--- config.mk ---
export PLATFORM = sky130hd
export DESIGN_NAME = axil_reg_responder_flat
export DESIGN_NICKNAME = d
export VERILOG_FILES = /design/src/rtl/axi_pkg.sv /design/src/rtl/axil_reg_responder_pkg.sv /design/src/rtl/axi_lite_if.sv /design/src/rtl/axil_reg_responder_watchdog.sv /design/src/rtl/axil_reg_responder.sv /design/src/flat_wrapper.sv
export SDC_FILE = /design/constraint.sdc
export NUM_CORES = 1
export LEC_CHECK = 0
export CORE_ASPECT_RATIO = 1.2
export CORE_UTILIZATION = 42
export DETAILED_ROUTE_END_ITERATION = 6
export GPL_TIMING_DRIVEN = 0
export HOLD_SLACK_MARGIN = 0.06
export PLACE_DENSITY = 0.8
export SYNTH_ARGS = -nofsm -noshare
export SYNTH_HDL_FRONTEND = slang
export SYNTH_SLANG_ARGS = --single-unit
--- constraint.sdc ---
create_clock -name clk_i -period 2.2 [get_ports clk_i]
set_input_delay 0.44 -clock clk_i [delete_from_list [all_inputs] [get_ports clk_i]]
set_output_delay 0.44 -clock clk_i [all_outputs]
set_load 0.01 [all_outputs]
--- src/rtl/axi_pkg.sv ---
// rtl/axi_pkg.sv - AXI response codes shared by AXI-Lite blocks
package axi_pkg;

    typedef logic [1:0] resp_t;

    localparam resp_t RESP_OKAY   = 2'b00;
    localparam resp_t RESP_EXOKAY = 2'b01;
    localparam resp_t RESP_SLVERR = 2'b10;
    localparam resp_t RESP_DECERR = 2'b11;

endpackage

--- src/rtl/axil_reg_responder_pkg.sv ---
// rtl/axil_reg_responder_pkg.sv - states, grant and reg-interface structs for the responder
package axil_reg_responder_pkg;

    typedef enum logic [2:0] {
        IDLE    = 3'd0,
        WR_REQ  = 3'd1,
        RD_REQ  = 3'd2,
        WR_RESP = 3'd3,
        RD_RESP = 3'd4
    } state_e;

    typedef enum logic {
        READ  = 1'b0,
        WRITE = 1'b1
    } grant_e;

    typedef struct packed {
        logic [31:0] addr;
        logic        write;
        logic [31:0] wdata;
        logic [3:0]  wstrb;
        logic        valid;
    } reg_req_t;

    typedef struct packed {
        logic [31:0] rdata;
        logic        error;
        logic        ready;
    } reg_rsp_t;

endpackage

--- src/rtl/axi_lite_if.sv ---
// rtl/axi_lite_if.sv - AXI-Lite channel bundle with subordinate-side modport
interface AXI_LITE #(
    parameter int unsigned AXI_ADDR_WIDTH = 32,
    parameter int unsigned AXI_DATA_WIDTH = 32
);
    localparam int unsigned STRB_WIDTH = AXI_DATA_WIDTH / 8;

    logic [AXI_ADDR_WIDTH-1:0] aw_addr;
    logic [2:0]                aw_prot;
    logic                      aw_valid;
    logic                      aw_ready;
    logic [AXI_DATA_WIDTH-1:0] w_data;
    logic [STRB_WIDTH-1:0]     w_strb;
    logic                      w_valid;
    logic                      w_ready;
    logic [1:0]                b_resp;
    logic                      b_valid;
    logic                      b_ready;
    logic [AXI_ADDR_WIDTH-1:0] ar_addr;
    logic [2:0]                ar_prot;
    logic                      ar_valid;
    logic                      ar_ready;
    logic [AXI_DATA_WIDTH-1:0] r_data;
    logic [1:0]                r_resp;
    logic                      r_valid;
    logic                      r_ready;

    modport Slave (
        input  aw_addr, aw_prot, aw_valid,
        output aw_ready,
        input  w_data, w_strb, w_valid,
        output w_ready,
        output b_resp, b_valid,
        input  b_ready,
        input  ar_addr, ar_prot, ar_valid,
        output ar_ready,
        output r_data, r_resp, r_valid,
        input  r_ready
    );

endinterface

--- src/rtl/axil_reg_responder_watchdog.sv ---
// rtl/axil_reg_responder_watchdog.sv - cycle counter that flags a hung reg transaction
module axil_reg_watchdog #(
    parameter int unsigned TIMEOUT_CYCLES = 0
) (
    input  logic clk_i,
    input  logic rst_ni,
    input  logic clear_i,
    input  logic en_i,
    output logic expired_o
);
    localparam int unsigned CNT_W = (TIMEOUT_CYCLES > 1) ? $clog2(TIMEOUT_CYCLES) : 1;
    localparam logic [CNT_W-1:0] LIMIT = (TIMEOUT_CYCLES > 0) ? CNT_W'(TIMEOUT_CYCLES - 1) : '0;

    logic [CNT_W-1:0] cnt_q, cnt_d;

    always_comb begin
        cnt_d = cnt_q;
        if (clear_i) begin
            cnt_d = '0;
        end else if (en_i) begin
            cnt_d = cnt_q + 1'b1;
        end
    end

    always_ff @(posedge clk_i or negedge rst_ni) begin
        if (!rst_ni) begin
            cnt_q <= '0;
        end else begin
            cnt_q <= cnt_d;
        end
    end

    // A zero limit means the watchdog never fires.
    assign expired_o = (TIMEOUT_CYCLES != 0) && en_i && (cnt_q == LIMIT);

endmodule

--- src/rtl/axil_reg_responder.sv ---
// rtl/axil_reg_responder.sv - AXI-Lite subordinate issuing single reg-interface transactions
module axil_reg_responder
    import axi_pkg::*;
    import axil_reg_responder_pkg::*;
#(
    parameter int unsigned AXI_ADDR_WIDTH = 32,
    parameter int unsigned AXI_DATA_WIDTH = 32,
    parameter int unsigned TIMEOUT_CYCLES = 0,
    parameter type         req_t          = reg_req_t,
    parameter type         rsp_t          = reg_rsp_t
) (
    input  logic   clk_i,
    input  logic   rst_ni,
    AXI_LITE.Slave axil_slv,
    output req_t   reg_req_o,
    input  rsp_t   reg_rsp_i
);
    localparam int unsigned STRB_W = AXI_DATA_WIDTH / 8;

    logic                      aw_full_q, w_full_q, ar_full_q;
    logic [AXI_ADDR_WIDTH-1:0] aw_addr_q, ar_addr_q;
    logic [AXI_DATA_WIDTH-1:0] w_data_q;
    logic [STRB_W-1:0]         w_strb_q;

    state_e                    state_q, state_d;
    grant_e                    last_grant_q, last_grant_d;
    logic                      err_q, err_d;
    logic [AXI_DATA_WIDTH-1:0] rdata_q, rdata_d;

    logic aw_hs, w_hs, ar_hs;
    logic consume_wr, consume_rd;
    logic write_pend, read_pend;
    logic in_req, wd_expired;

    assign aw_hs = axil_slv.aw_valid && !aw_full_q;
    assign w_hs  = axil_slv.w_valid  && !w_full_q;
    assign ar_hs = axil_slv.ar_valid && !ar_full_q;

    assign write_pend = aw_full_q && w_full_q;
    assign read_pend  = ar_full_q;
    assign in_req     = (state_q == WR_REQ) || (state_q == RD_REQ);

    axil_reg_watchdog #(
        .TIMEOUT_CYCLES(TIMEOUT_CYCLES)
    ) u_watchdog (
        .clk_i    (clk_i),
        .rst_ni   (rst_ni),
        .clear_i  (!in_req),
        .en_i     (in_req && !reg_rsp_i.ready),
        .expired_o(wd_expired)
    );

    always_comb begin
        state_d      = state_q;
        last_grant_d = last_grant_q;
        err_d        = err_q;
        rdata_d      = rdata_q;
        consume_wr   = 1'b0;
        consume_rd   = 1'b0;
        case (state_q)
            IDLE: begin
                // Round-robin only matters under contention; a lone request never moves last_grant.
                if (write_pend && read_pend) begin
                    if (last_grant_q == READ) begin
                        state_d      = WR_REQ;
                        last_grant_d = WRITE;
                    end else begin
                        state_d      = RD_REQ;
                        last_grant_d = READ;
                    end
                end else if (write_pend) begin
                    state_d = WR_REQ;
                end else if (read_pend) begin
                    state_d = RD_REQ;
                end
            end
            WR_REQ: begin
                if (reg_rsp_i.ready) begin
                    err_d      = reg_rsp_i.error;
                    consume_wr = 1'b1;
                    state_d    = WR_RESP;
                end else if (wd_expired) begin
                    err_d      = 1'b1;
                    rdata_d    = '0;
                    consume_wr = 1'b1;
                    state_d    = WR_RESP;
                end
            end
            RD_REQ: begin
                if (reg_rsp_i.ready) begin
                    err_d      = reg_rsp_i.error;
                    rdata_d    = reg_rsp_i.rdata;
                    consume_rd = 1'b1;
                    state_d    = RD_RESP;
                end else if (wd_expired) begin
                    err_d      = 1'b1;
                    rdata_d    = '0;
                    consume_rd = 1'b1;
                    state_d    = RD_RESP;
                end
            end
            WR_RESP: begin
                if (axil_slv.b_ready) begin
                    err_d   = 1'b0;
                    state_d = IDLE;
                end
            end
            RD_RESP: begin
                if (axil_slv.r_ready) begin
                    err_d   = 1'b0;
                    rdata_d = '0;
                    state_d = IDLE;
                end
            end
            default: state_d = IDLE;
        endcase
    end

    always_ff @(posedge clk_i or negedge rst_ni) begin
        if (!rst_ni) begin
            state_q      <= IDLE;
            last_grant_q <= READ;
            err_q        <= 1'b0;
            rdata_q      <= '0;
        end else begin
            state_q      <= state_d;
            last_grant_q <= last_grant_d;
            err_q        <= err_d;
            rdata_q      <= rdata_d;
        end
    end

    // Buffers free up when the reg side finishes, so new requests overlap the B/R phase.
    always_ff @(posedge clk_i or negedge rst_ni) begin
        if (!rst_ni) begin
            aw_full_q <= 1'b0;
            aw_addr_q <= '0;
            w_full_q  <= 1'b0;
            w_data_q  <= '0;
            w_strb_q  <= '0;
            ar_full_q <= 1'b0;
            ar_addr_q <= '0;
        end else begin
            if (aw_hs) begin
                aw_full_q <= 1'b1;
                aw_addr_q <= axil_slv.aw_addr;
            end else if (consume_wr) begin
                aw_full_q <= 1'b0;
            end
            if (w_hs) begin
                w_full_q <= 1'b1;
                w_data_q <= axil_slv.w_data;
                w_strb_q <= axil_slv.w_strb;
            end else if (consume_wr) begin
                w_full_q <= 1'b0;
            end
            if (ar_hs) begin
                ar_full_q <= 1'b1;
                ar_addr_q <= axil_slv.ar_addr;
            end else if (consume_rd) begin
                ar_full_q <= 1'b0;
            end
        end
    end

    always_comb begin
        reg_req_o = '0;
        if (state_q == WR_REQ) begin
            reg_req_o.valid = 1'b1;
            reg_req_o.write = 1'b1;
            reg_req_o.addr  = aw_addr_q;
            reg_req_o.wdata = w_data_q;
            reg_req_o.wstrb = w_strb_q;
        end else if (state_q == RD_REQ) begin
            reg_req_o.valid = 1'b1;
            reg_req_o.addr  = ar_addr_q;
        end
    end

    assign axil_slv.aw_ready = !aw_full_q;
    assign axil_slv.w_ready  = !w_full_q;
    assign axil_slv.ar_ready = !ar_full_q;
    assign axil_slv.b_valid  = (state_q == WR_RESP);
    assign axil_slv.b_resp   = err_q ? RESP_SLVERR : RESP_OKAY;
    assign axil_slv.r_valid  = (state_q == RD_RESP);
    assign axil_slv.r_resp   = err_q ? RESP_SLVERR : RESP_OKAY;
    assign axil_slv.r_data   = rdata_q;

endmodule
--- src/flat_wrapper.sv ---
// flat-port wrapper written by rule: the top's interface ports become plain ports
module axil_reg_responder_flat import axi_pkg::*; import axil_reg_responder_pkg::*;
#(
    parameter int unsigned AXI_ADDR_WIDTH = 32,
    parameter int unsigned AXI_DATA_WIDTH = 32,
    parameter int unsigned TIMEOUT_CYCLES = 0,
    parameter type         req_t          = reg_req_t,
    parameter type         rsp_t          = reg_rsp_t
)
  (clk_i, rst_ni, reg_req_o, reg_rsp_i, axil_slv_aw_addr, axil_slv_aw_prot, axil_slv_aw_valid, axil_slv_aw_ready, axil_slv_w_data, axil_slv_w_strb, axil_slv_w_valid, axil_slv_w_ready, axil_slv_b_resp, axil_slv_b_valid, axil_slv_b_ready, axil_slv_ar_addr, axil_slv_ar_prot, axil_slv_ar_valid, axil_slv_ar_ready, axil_slv_r_data, axil_slv_r_resp, axil_slv_r_valid, axil_slv_r_ready);
  AXI_LITE #(.AXI_ADDR_WIDTH(AXI_ADDR_WIDTH), .AXI_DATA_WIDTH(AXI_DATA_WIDTH)) axil_slv_i ();
  input  logic clk_i;
  input  logic rst_ni;
  output req_t reg_req_o;
  input  rsp_t reg_rsp_i;
  input wire logic [$bits(axil_slv_i.aw_addr)-1:0] axil_slv_aw_addr;
  input wire logic [$bits(axil_slv_i.aw_prot)-1:0] axil_slv_aw_prot;
  input wire logic [$bits(axil_slv_i.aw_valid)-1:0] axil_slv_aw_valid;
  output wire logic [$bits(axil_slv_i.aw_ready)-1:0] axil_slv_aw_ready;
  input wire logic [$bits(axil_slv_i.w_data)-1:0] axil_slv_w_data;
  input wire logic [$bits(axil_slv_i.w_strb)-1:0] axil_slv_w_strb;
  input wire logic [$bits(axil_slv_i.w_valid)-1:0] axil_slv_w_valid;
  output wire logic [$bits(axil_slv_i.w_ready)-1:0] axil_slv_w_ready;
  output wire logic [$bits(axil_slv_i.b_resp)-1:0] axil_slv_b_resp;
  output wire logic [$bits(axil_slv_i.b_valid)-1:0] axil_slv_b_valid;
  input wire logic [$bits(axil_slv_i.b_ready)-1:0] axil_slv_b_ready;
  input wire logic [$bits(axil_slv_i.ar_addr)-1:0] axil_slv_ar_addr;
  input wire logic [$bits(axil_slv_i.ar_prot)-1:0] axil_slv_ar_prot;
  input wire logic [$bits(axil_slv_i.ar_valid)-1:0] axil_slv_ar_valid;
  output wire logic [$bits(axil_slv_i.ar_ready)-1:0] axil_slv_ar_ready;
  output wire logic [$bits(axil_slv_i.r_data)-1:0] axil_slv_r_data;
  output wire logic [$bits(axil_slv_i.r_resp)-1:0] axil_slv_r_resp;
  output wire logic [$bits(axil_slv_i.r_valid)-1:0] axil_slv_r_valid;
  input wire logic [$bits(axil_slv_i.r_ready)-1:0] axil_slv_r_ready;
  assign axil_slv_i.aw_addr = axil_slv_aw_addr;
  assign axil_slv_i.aw_prot = axil_slv_aw_prot;
  assign axil_slv_i.aw_valid = axil_slv_aw_valid;
  assign axil_slv_aw_ready = axil_slv_i.aw_ready;
  assign axil_slv_i.w_data = axil_slv_w_data;
  assign axil_slv_i.w_strb = axil_slv_w_strb;
  assign axil_slv_i.w_valid = axil_slv_w_valid;
  assign axil_slv_w_ready = axil_slv_i.w_ready;
  assign axil_slv_b_resp = axil_slv_i.b_resp;
  assign axil_slv_b_valid = axil_slv_i.b_valid;
  assign axil_slv_i.b_ready = axil_slv_b_ready;
  assign axil_slv_i.ar_addr = axil_slv_ar_addr;
  assign axil_slv_i.ar_prot = axil_slv_ar_prot;
  assign axil_slv_i.ar_valid = axil_slv_ar_valid;
  assign axil_slv_ar_ready = axil_slv_i.ar_ready;
  assign axil_slv_r_data = axil_slv_i.r_data;
  assign axil_slv_r_resp = axil_slv_i.r_resp;
  assign axil_slv_r_valid = axil_slv_i.r_valid;
  assign axil_slv_i.r_ready = axil_slv_r_ready;
  axil_reg_responder #(.AXI_ADDR_WIDTH(AXI_ADDR_WIDTH), .AXI_DATA_WIDTH(AXI_DATA_WIDTH), .TIMEOUT_CYCLES(TIMEOUT_CYCLES), .req_t(req_t), .rsp_t(rsp_t)) u_core (.clk_i(clk_i), .rst_ni(rst_ni), .axil_slv(axil_slv_i), .reg_req_o(reg_req_o), .reg_rsp_i(reg_rsp_i));
endmodule
==> flow_summary.json, run 1 <==
{
  "gr-usage-all-layers_pct": 23.29,
  "skew_ns": 0.006666,
  "wl_um": 16300,
  "pin_count": 258,
  "cts_inserted_buffers": 17,
  "ys_top_cells_by_area": "dfrtp_1, mux2_2, a22o_1",
  "die_w_um": 110.4,
  "root_buffer": "clkbuf_16",
  "synth-seq-cells": 140,
  "seq_area_sq_um": 3505,
  "die-height_um": 132.1,
  "p_leak_nw": 4.400,
  "worstMarginPinSlew_ns": 0.5608,
  "insertion_delay_ns": 0.41,
  "clock_path_buffers": 2,
  "critPathLaunchType": "flip-flop",
  "postLayoutCoreUtil_pct": 68.89,
  "rsz0062_at_grt": "yes",
  "antenna_found_initial": 0,
  "synthCells": 426,
  "max_freq_mhz": 451.7,
  "synthToLayoutAreaGrowth_pct": 60.09,
  "p_per_area_nw_per_um2": 1469,
  "overflow": 0,
  "r2r_end": "u_core.axil_slv.r_data[11]",
  "first_iter_violations": 150,
  "synth_top_area_share_pct": 59.16,
  "path_cells": "buf_6, nor2b_4, nor2b_4, buf_12, clkbuf_16, a22o_1, buf_2",
  "slowest_stage": "dfrtp_1",
  "rrSetupSlack_ns": 0.50,
  "viasPerCell": 5.122,
  "fin_crit_sh_pct": 100.6,
  "drc_errors": 0,
  "drtAntennaViolNets": 0,
  "nets": 861,
  "multi_input_area_sq_um": 2213,
  "clock-sinks": 140,
  "dieArea_sq_um": 14580,
  "p_total_w": 0.01392,
  "synth_edf_count": 0,
  "wl_per_cell_um": 18.17,
  "fillers": 992,
  "crit_arrival_ns": 1.77,
  "dp_worst_setup_slack_ns": -0.5156,
  "status": "complete, but fails checks",
  "synth_area_per_cell_sq_um": 13.90,
  "violations": "setup timing",
  "layout_min_cycle_time_ns": 2.214,
  "grt_pass1_vias": 5035,
  "cp_common_cell": "nor2b_4",
  "worst_hold_slack_ns": 0.4942,
  "setup.worst_path.end": "reg_req_o[62]",
  "finalSetupTns_ns": -0.07451,
  "yosysUniqueCellTypes": 29,
  "end_kind": "primary output",
  "portBuffers": 249,
  "max-cap-violations": 0,
  "async_flop_share_pct": 100.0,
  "yosysWarningCount": 0,
  "synth_ff_type": "dfrtp_1",
  "cts_tree": "built",
  "cp_max_fo": 8,
  "start_util_pct": 43.04,
  "cpPeakStageDelay_ns": 0.37,
  "htreeDepth": 4,
  "path_class": "flip-flop to primary output",
  "finalWorstSetupSlack_ns": -0.01374,
  "fp-row-count": 47,
  "timing.rr.start": "u_core.state_q[1]",
  "drv_slew": 0,
  "setup_viol": 12,
  "slew_headroom_pct": 62.61,
  "coreArea_sq_um": 13760,
  "vias": 4594,
  "crit_start": "u_core.state_q[1]",
  "ys_seq_area_share_pct": 59.16,
  "drive_above_1_share_pct": 34.30,
  "grt_max_degree": 81,
  "hold_viol_final": 0,
  "dp_hpwl_um": 11780,
  "grt_pass1_wl_um": 25560,
  "synth_top_area_cell": "dfrtp_1",
  "place.gp.congestion": 0.7578,
  "crit_required_ns": 1.76,
  "ff2ff_path_depth": 7,
  "hold_class": "flip-flop to flip-flop",
  "irDropWorstVdd_v": 0.0006949,
  "netlist_area_sq_um": 5922,
  "diodes": 0,
  "dr.pass1.iters": 4,
  "clkTransAtPathRegs_ns": 0.06
}
==> cell usage in the layout, fill, tap and decap left out, types with 2 or more instances in the layout <==
cell type	Yosys	final
nor2b_1	6	5
bufinv_16	0	5
clkinv_4	0	2
a21oi_1	4	4
and3_1	36	33
nor2_1	5	4
nand2_1	4	4
and2_4	1	2
clkinvlp_4	0	2
buf_8	0	7
mux2_2	100	100
a21o_1	4	4
and3_4	0	3
clkbuf_2	0	5
buf_12	0	2
dfrtp_1	140	139
o21ai_0	2	2
clkdlybuf4s15_1	0	11
clkbuf_8	0	8
nor2b_4	1	2
buf_6	5	19
inv_1	4	4
clkbuf_1	15	6
and2_1	3	2
buf_2	16	51
clkdlybuf4s50_1	0	176
conb_1	1	2
dlygate4sd2_1	0	7
a22o_1	64	64
xnor2_1	2	2
clkbuf_16	0	19
buf_4	4	17
==> sequential cells by signal (all words and copies together) (netlist names) <==
| name | cells |
|---|---|
| u_core.last_grant_q | 1 |
| u_core.aw_full_q | 1 |
| u_core.ar_addr_q | 32 |
| u_core.w_data_q | 32 |
| u_core.w_full_q | 1 |
| u_core.axil_slv.r_data | 32 |
| u_core.err_q | 1 |
| u_core.ar_full_q | 1 |
| u_core.w_strb_q | 4 |
| u_core.state_q | 3 |
| u_core.aw_addr_q | 32 |
==> metal layers <==
layer  part of all wire [%]  vias to the layer above  global-route usage (%)
li1                       -                     2127                       -
met1                     38                     2243                   25.92
met2                     51                      183                   40.20
met3                    7.6                       41                   6.426
met4                    3.4                        0                   11.33
met5                      0                        -                       0
==> kinds of logic after synthesis <==
group | Yosys count | share of synthesized area [%]
xor+xnor | 2 | 0.2958
simple gates | 60 | 6.191
flops | 140 | 59.16
buf+inv | 45 | 4.078
compound gates | 77 | 11.03
mux | 101 | 19.18
other cells | 1 | 0.06332
==> synth_stat cells, types with 2 or more instances <==
cell and instances:
a22o_1 64, mux2_2 100, nand2_1 4, nor2b_1 6, dfrtp_1 140, and2_1 3, nor2_1 5, and3_1 36
inv_1 4, xnor2_1 2, buf_4 4, buf_2 16, a21oi_1 4, o21ai_0 2, buf_6 5, a21o_1 4
clkbuf_1 15
==> critical path: cells and delay by family, from the launching register on <==
kind | cells | cell delay [ns]
buf+inv | 4 | 0.56
flops | 1 | 0.37
compound gates | 1 | 0.18
simple gates | 2 | 0.25
==> through the flow <==
stage	instance area, sq um	instances
2_1_floorplan	5926	427
3_3_place_gp	8632	847
3_5_place_dp	8661	848
4_1_cts	9413	895
5_1_grt	9480	897
6_report	9480	897
==> power breakdown <==
group / switching (W) / internal (W)
clock: 0.00105 / 0.00210
combinational: 0.00253 / 0.00367
sequential: 0.000719 / 0.00386
total: 0.00429 / 0.00963
==> area by class of cell <==
type | count | share of cell area (%)
Clock buffer | 21 | 4.962
Sequential cell | 140 | 36.97
Tap cell | 171 | 2.257
Inverter | 4 | 0.1584
Clock inverter | 10 | 1.980
Multi-Input combinational cell | 242 | 23.35
Timing Repair Buffer | 270 | 26.49
Buffer | 39 | 3.841
==> worst min-delay path by stage <==
stage / slack [ns] / from / to / cells past startpoint
after floorplan: 0.14 / rst_ni / u_core.ar_addr_q[0] / 0
after global placement: 0.48 / u_core.last_grant_q / u_core.last_grant_q / 1
after detailed placement: 0.45 / rst_ni / u_core.ar_addr_q[7] / 1
after CTS: 0.50 / u_core.axil_slv.r_data[14] / u_core.axil_slv.r_data[14] / 1
after global routing: 0.51 / u_core.axil_slv.r_data[18] / u_core.axil_slv.r_data[18] / 1
final: 0.49 / u_core.axil_slv.r_data[14] / u_core.axil_slv.r_data[14] / 1
==> timing repair <==
item / 4_1_cts / 5_1_grt
buffers inserted: 12 / 4
pin swaps: 7 / 5
cloned: 3 / 0
setup endpoints to repair: 72 / 60
hold buffers: 1 / 0
hold endpoints to repair: 60 / 0
gates resized for setup: 290 / 25
(Power assumes the default switching activity.)
==> run 2, diff against run 1 <==
--- a/config.mk
+++ b/config.mk
@@ -7,6 +7,7 @@
 export LEC_CHECK = 0
 export CORE_ASPECT_RATIO = 1.2
 export CORE_UTILIZATION = 42
+export CTS_CLUSTER_DIAMETER = 30
 export DETAILED_ROUTE_END_ITERATION = 6
 export GPL_TIMING_DRIVEN = 0
 export HOLD_SLACK_MARGIN = 0.06
==> results of run 2 <==
No change in the layout: final DEF, timing and power equal those of run 1.
==> run 3, diff against run 2 <==
--- a/config.mk
+++ b/config.mk
@@ -5,13 +5,14 @@
 export SDC_FILE = /design/constraint.sdc
 export NUM_CORES = 1
 export LEC_CHECK = 0
-export CORE_ASPECT_RATIO = 1.2
+export CORE_ASPECT_RATIO = 1.4
 export CORE_UTILIZATION = 42
 export CTS_CLUSTER_DIAMETER = 30
 export DETAILED_ROUTE_END_ITERATION = 6
 export GPL_TIMING_DRIVEN = 0
 export HOLD_SLACK_MARGIN = 0.06
-export PLACE_DENSITY = 0.8
+export PLACE_DENSITY = 0.89
+export REMOVE_ABC_BUFFERS = 1
 export SYNTH_ARGS = -nofsm -noshare
 export SYNTH_HDL_FRONTEND = slang
 export SYNTH_SLANG_ARGS = --single-unit
==> flow_summary.json, run 3 (synthesis results as in run 1) <==
{
  "insertion_delay_ns": 0.41,
  "dieArea_sq_um": 14590,
  "max-cap-violations": 0,
  "die-height_um": 142.5,
  "violations": "setup timing",
  "dp_hpwl_um": 11260,
  "p_leak_nw": 4.384,
  "p_total_w": 0.01431,
  "start_util_pct": 42.77,
  "grt_pass1_wl_um": 27670,
  "viasPerCell": 5.247,
  "cts_tree": "built",
  "worst_hold_slack_ns": 0.4980,
  "finalWorstSetupSlack_ns": -0.05532,
  "synthToLayoutAreaGrowth_pct": 61.42,
  "setup_viol": 14,
  "drv_slew": 0,
  "pin_count": 258,
  "finalSetupTns_ns": -0.3772,
  "drc_errors": 0,
  "skew_ns": 0.008005,
  "cp_max_fo": 8,
  "vias": 4738,
  "coreArea_sq_um": 13850,
  "gr-usage-all-layers_pct": 25.95,
  "design_area_sq_um": 9559,
  "overflow": 0,
  "postLayoutCoreUtil_pct": 69.03,
  "max_freq_mhz": 443.4,
  "placed_area_sq_um": 8554,
  "clock_path_buffers": 2,
  "cts_inserted_buffers": 17,
  "slew_headroom_pct": 32.92,
  "root_buffer": "clkbuf_16",
  "place.gp.congestion": 0.7684,
  "layout_min_cycle_time_ns": 2.255,
  "hold_viol_final": 0,
  "fillers": 955,
  "crit_arrival_ns": 1.82,
  "antenna_found_initial": 0,
  "grt_pass1_vias": 5059,
  "diodes": 0,
  "wl_um": 18570,
  "hold_class": "flip-flop to flip-flop",
  "rsz0062_at_grt": "yes",
  "fp-row-count": 51,
  "clock-sinks": 140,
  "irDropWorstVdd_v": 0.0007145,
  "slowest_stage": "dfrtp_4",
  "grt_max_degree": 81,
  "critPathLaunchType": "flip-flop",
  "end_kind": "primary output",
  "clkTransAtPathRegs_ns": 0.06,
  "final_common_cell": "clkdlybuf4s50_1",
  "path_class": "flip-flop to primary output",
  "worstMarginPinSlew_ns": 1.006,
  "htreeDepth": 4,
  "portBuffers": 249,
  "wl_per_cell_um": 20.56,
  "path_cells": "buf_4, and2_4, buf_6, a22o_1, buf_2",
  "cpPeakStageDelay_ns": 0.56,
  "final_cell_mix": "clkdlybuf4s50_1, dfrtp_1, mux2_2",
  "nets": 853,
  "p_per_area_nw_per_um2": 1496,
  "drtAntennaViolNets": 0,
  "drive_above_1_share_pct": 38.02,
  "die_w_um": 102.4,
  "first_iter_violations": 117,
  "dr.pass1.iters": 4,
  "status": "complete, but fails checks",
  "fin_crit_sh_pct": 102.5,
  "crit_required_ns": 1.76
}
-- run 3: timing repair --
item,in CTS,in global routing
hold buffers,1,0
resized for setup,296,57
buffers inserted,33,10
endpoints found under the setup margin,110,60
cloned,10,0
endpoints found under the hold margin,60,0
pin swaps,8,12
-- run 3: area by class of cell --
| type | instances | area (sq um) | share of cell area [%] |
|---|---|---|---|
| Multi-Input combinational cell | 248 | 2341 | 24.49 |
| Clock inverter | 10 | 140.1 | 1.466 |
| Tap cell | 185 | 231.5 | 2.421 |
| Timing Repair Buffer | 295 | 2851 | 29.83 |
| Clock buffer | 21 | 470.5 | 4.921 |
| Inverter | 4 | 15.01 | 0.1571 |
| Sequential cell | 140 | 3510 | 36.71 |
-- run 3: worst max-delay path, delay by kind of cell, from the launching register on --
family | cells | cell delay, ns
AO/OA/AOI/OAI | 1 | 0.22
buffers and inverters | 3 | 0.45
flip-flops | 1 | 0.56
AND/OR/NAND/NOR | 1 | 0.17
-- run 3: per-layer routing --
layer	routed length, um	part of all wire, %	up-vias	track usage (%)
met5	0	0	-	0
li1	-	-	2116	-
met3	994	5.4	43	5.108
met1	6822	37	2381	28.29
met2	10070	54	198	47.23
met4	679	3.7	0	12.48
-- run 3: where the power goes --
group          leakage (nW)  switching (W)  total (W)  internal [W]
sequential             1.67       0.000802    0.00467       0.00387
clock                 0.303        0.00108    0.00295       0.00187
combinational          2.41        0.00281    0.00669       0.00388
total                  4.38        0.00469     0.0143       0.00961
-- run 3: path summary, 6_finish.rpt --
check / from / to / slack (ns) / depth (start not counted)
max: u_core.state_q[0] / reg_req_o[40] / -0.06 / 5
min: u_core.axil_slv.r_data[19] / u_core.axil_slv.r_data[19] / 0.50 / 1
max reg2reg: u_core.state_q[2] / u_core.axil_slv.r_data[9] / 0.24 / 5
min reg2reg: u_core.axil_slv.r_data[19] / u_core.axil_slv.r_data[19] / 0.50 / 1
max in group asynchronous: rst_ni / u_core.state_q[0] / 0.83 / 3
min in group asynchronous: rst_ni / u_core.ar_addr_q[11] / 0.57 / 2
-- run 3: metrics by stage --
step                      cells  setup WS [ns]
after global routing        903        -0.1018
after floorplan             386        -0.7579
after CTS                   899        -0.1614
after detailed placement    824         -1.645
after global placement      820         -4.525
final                       903       -0.05532
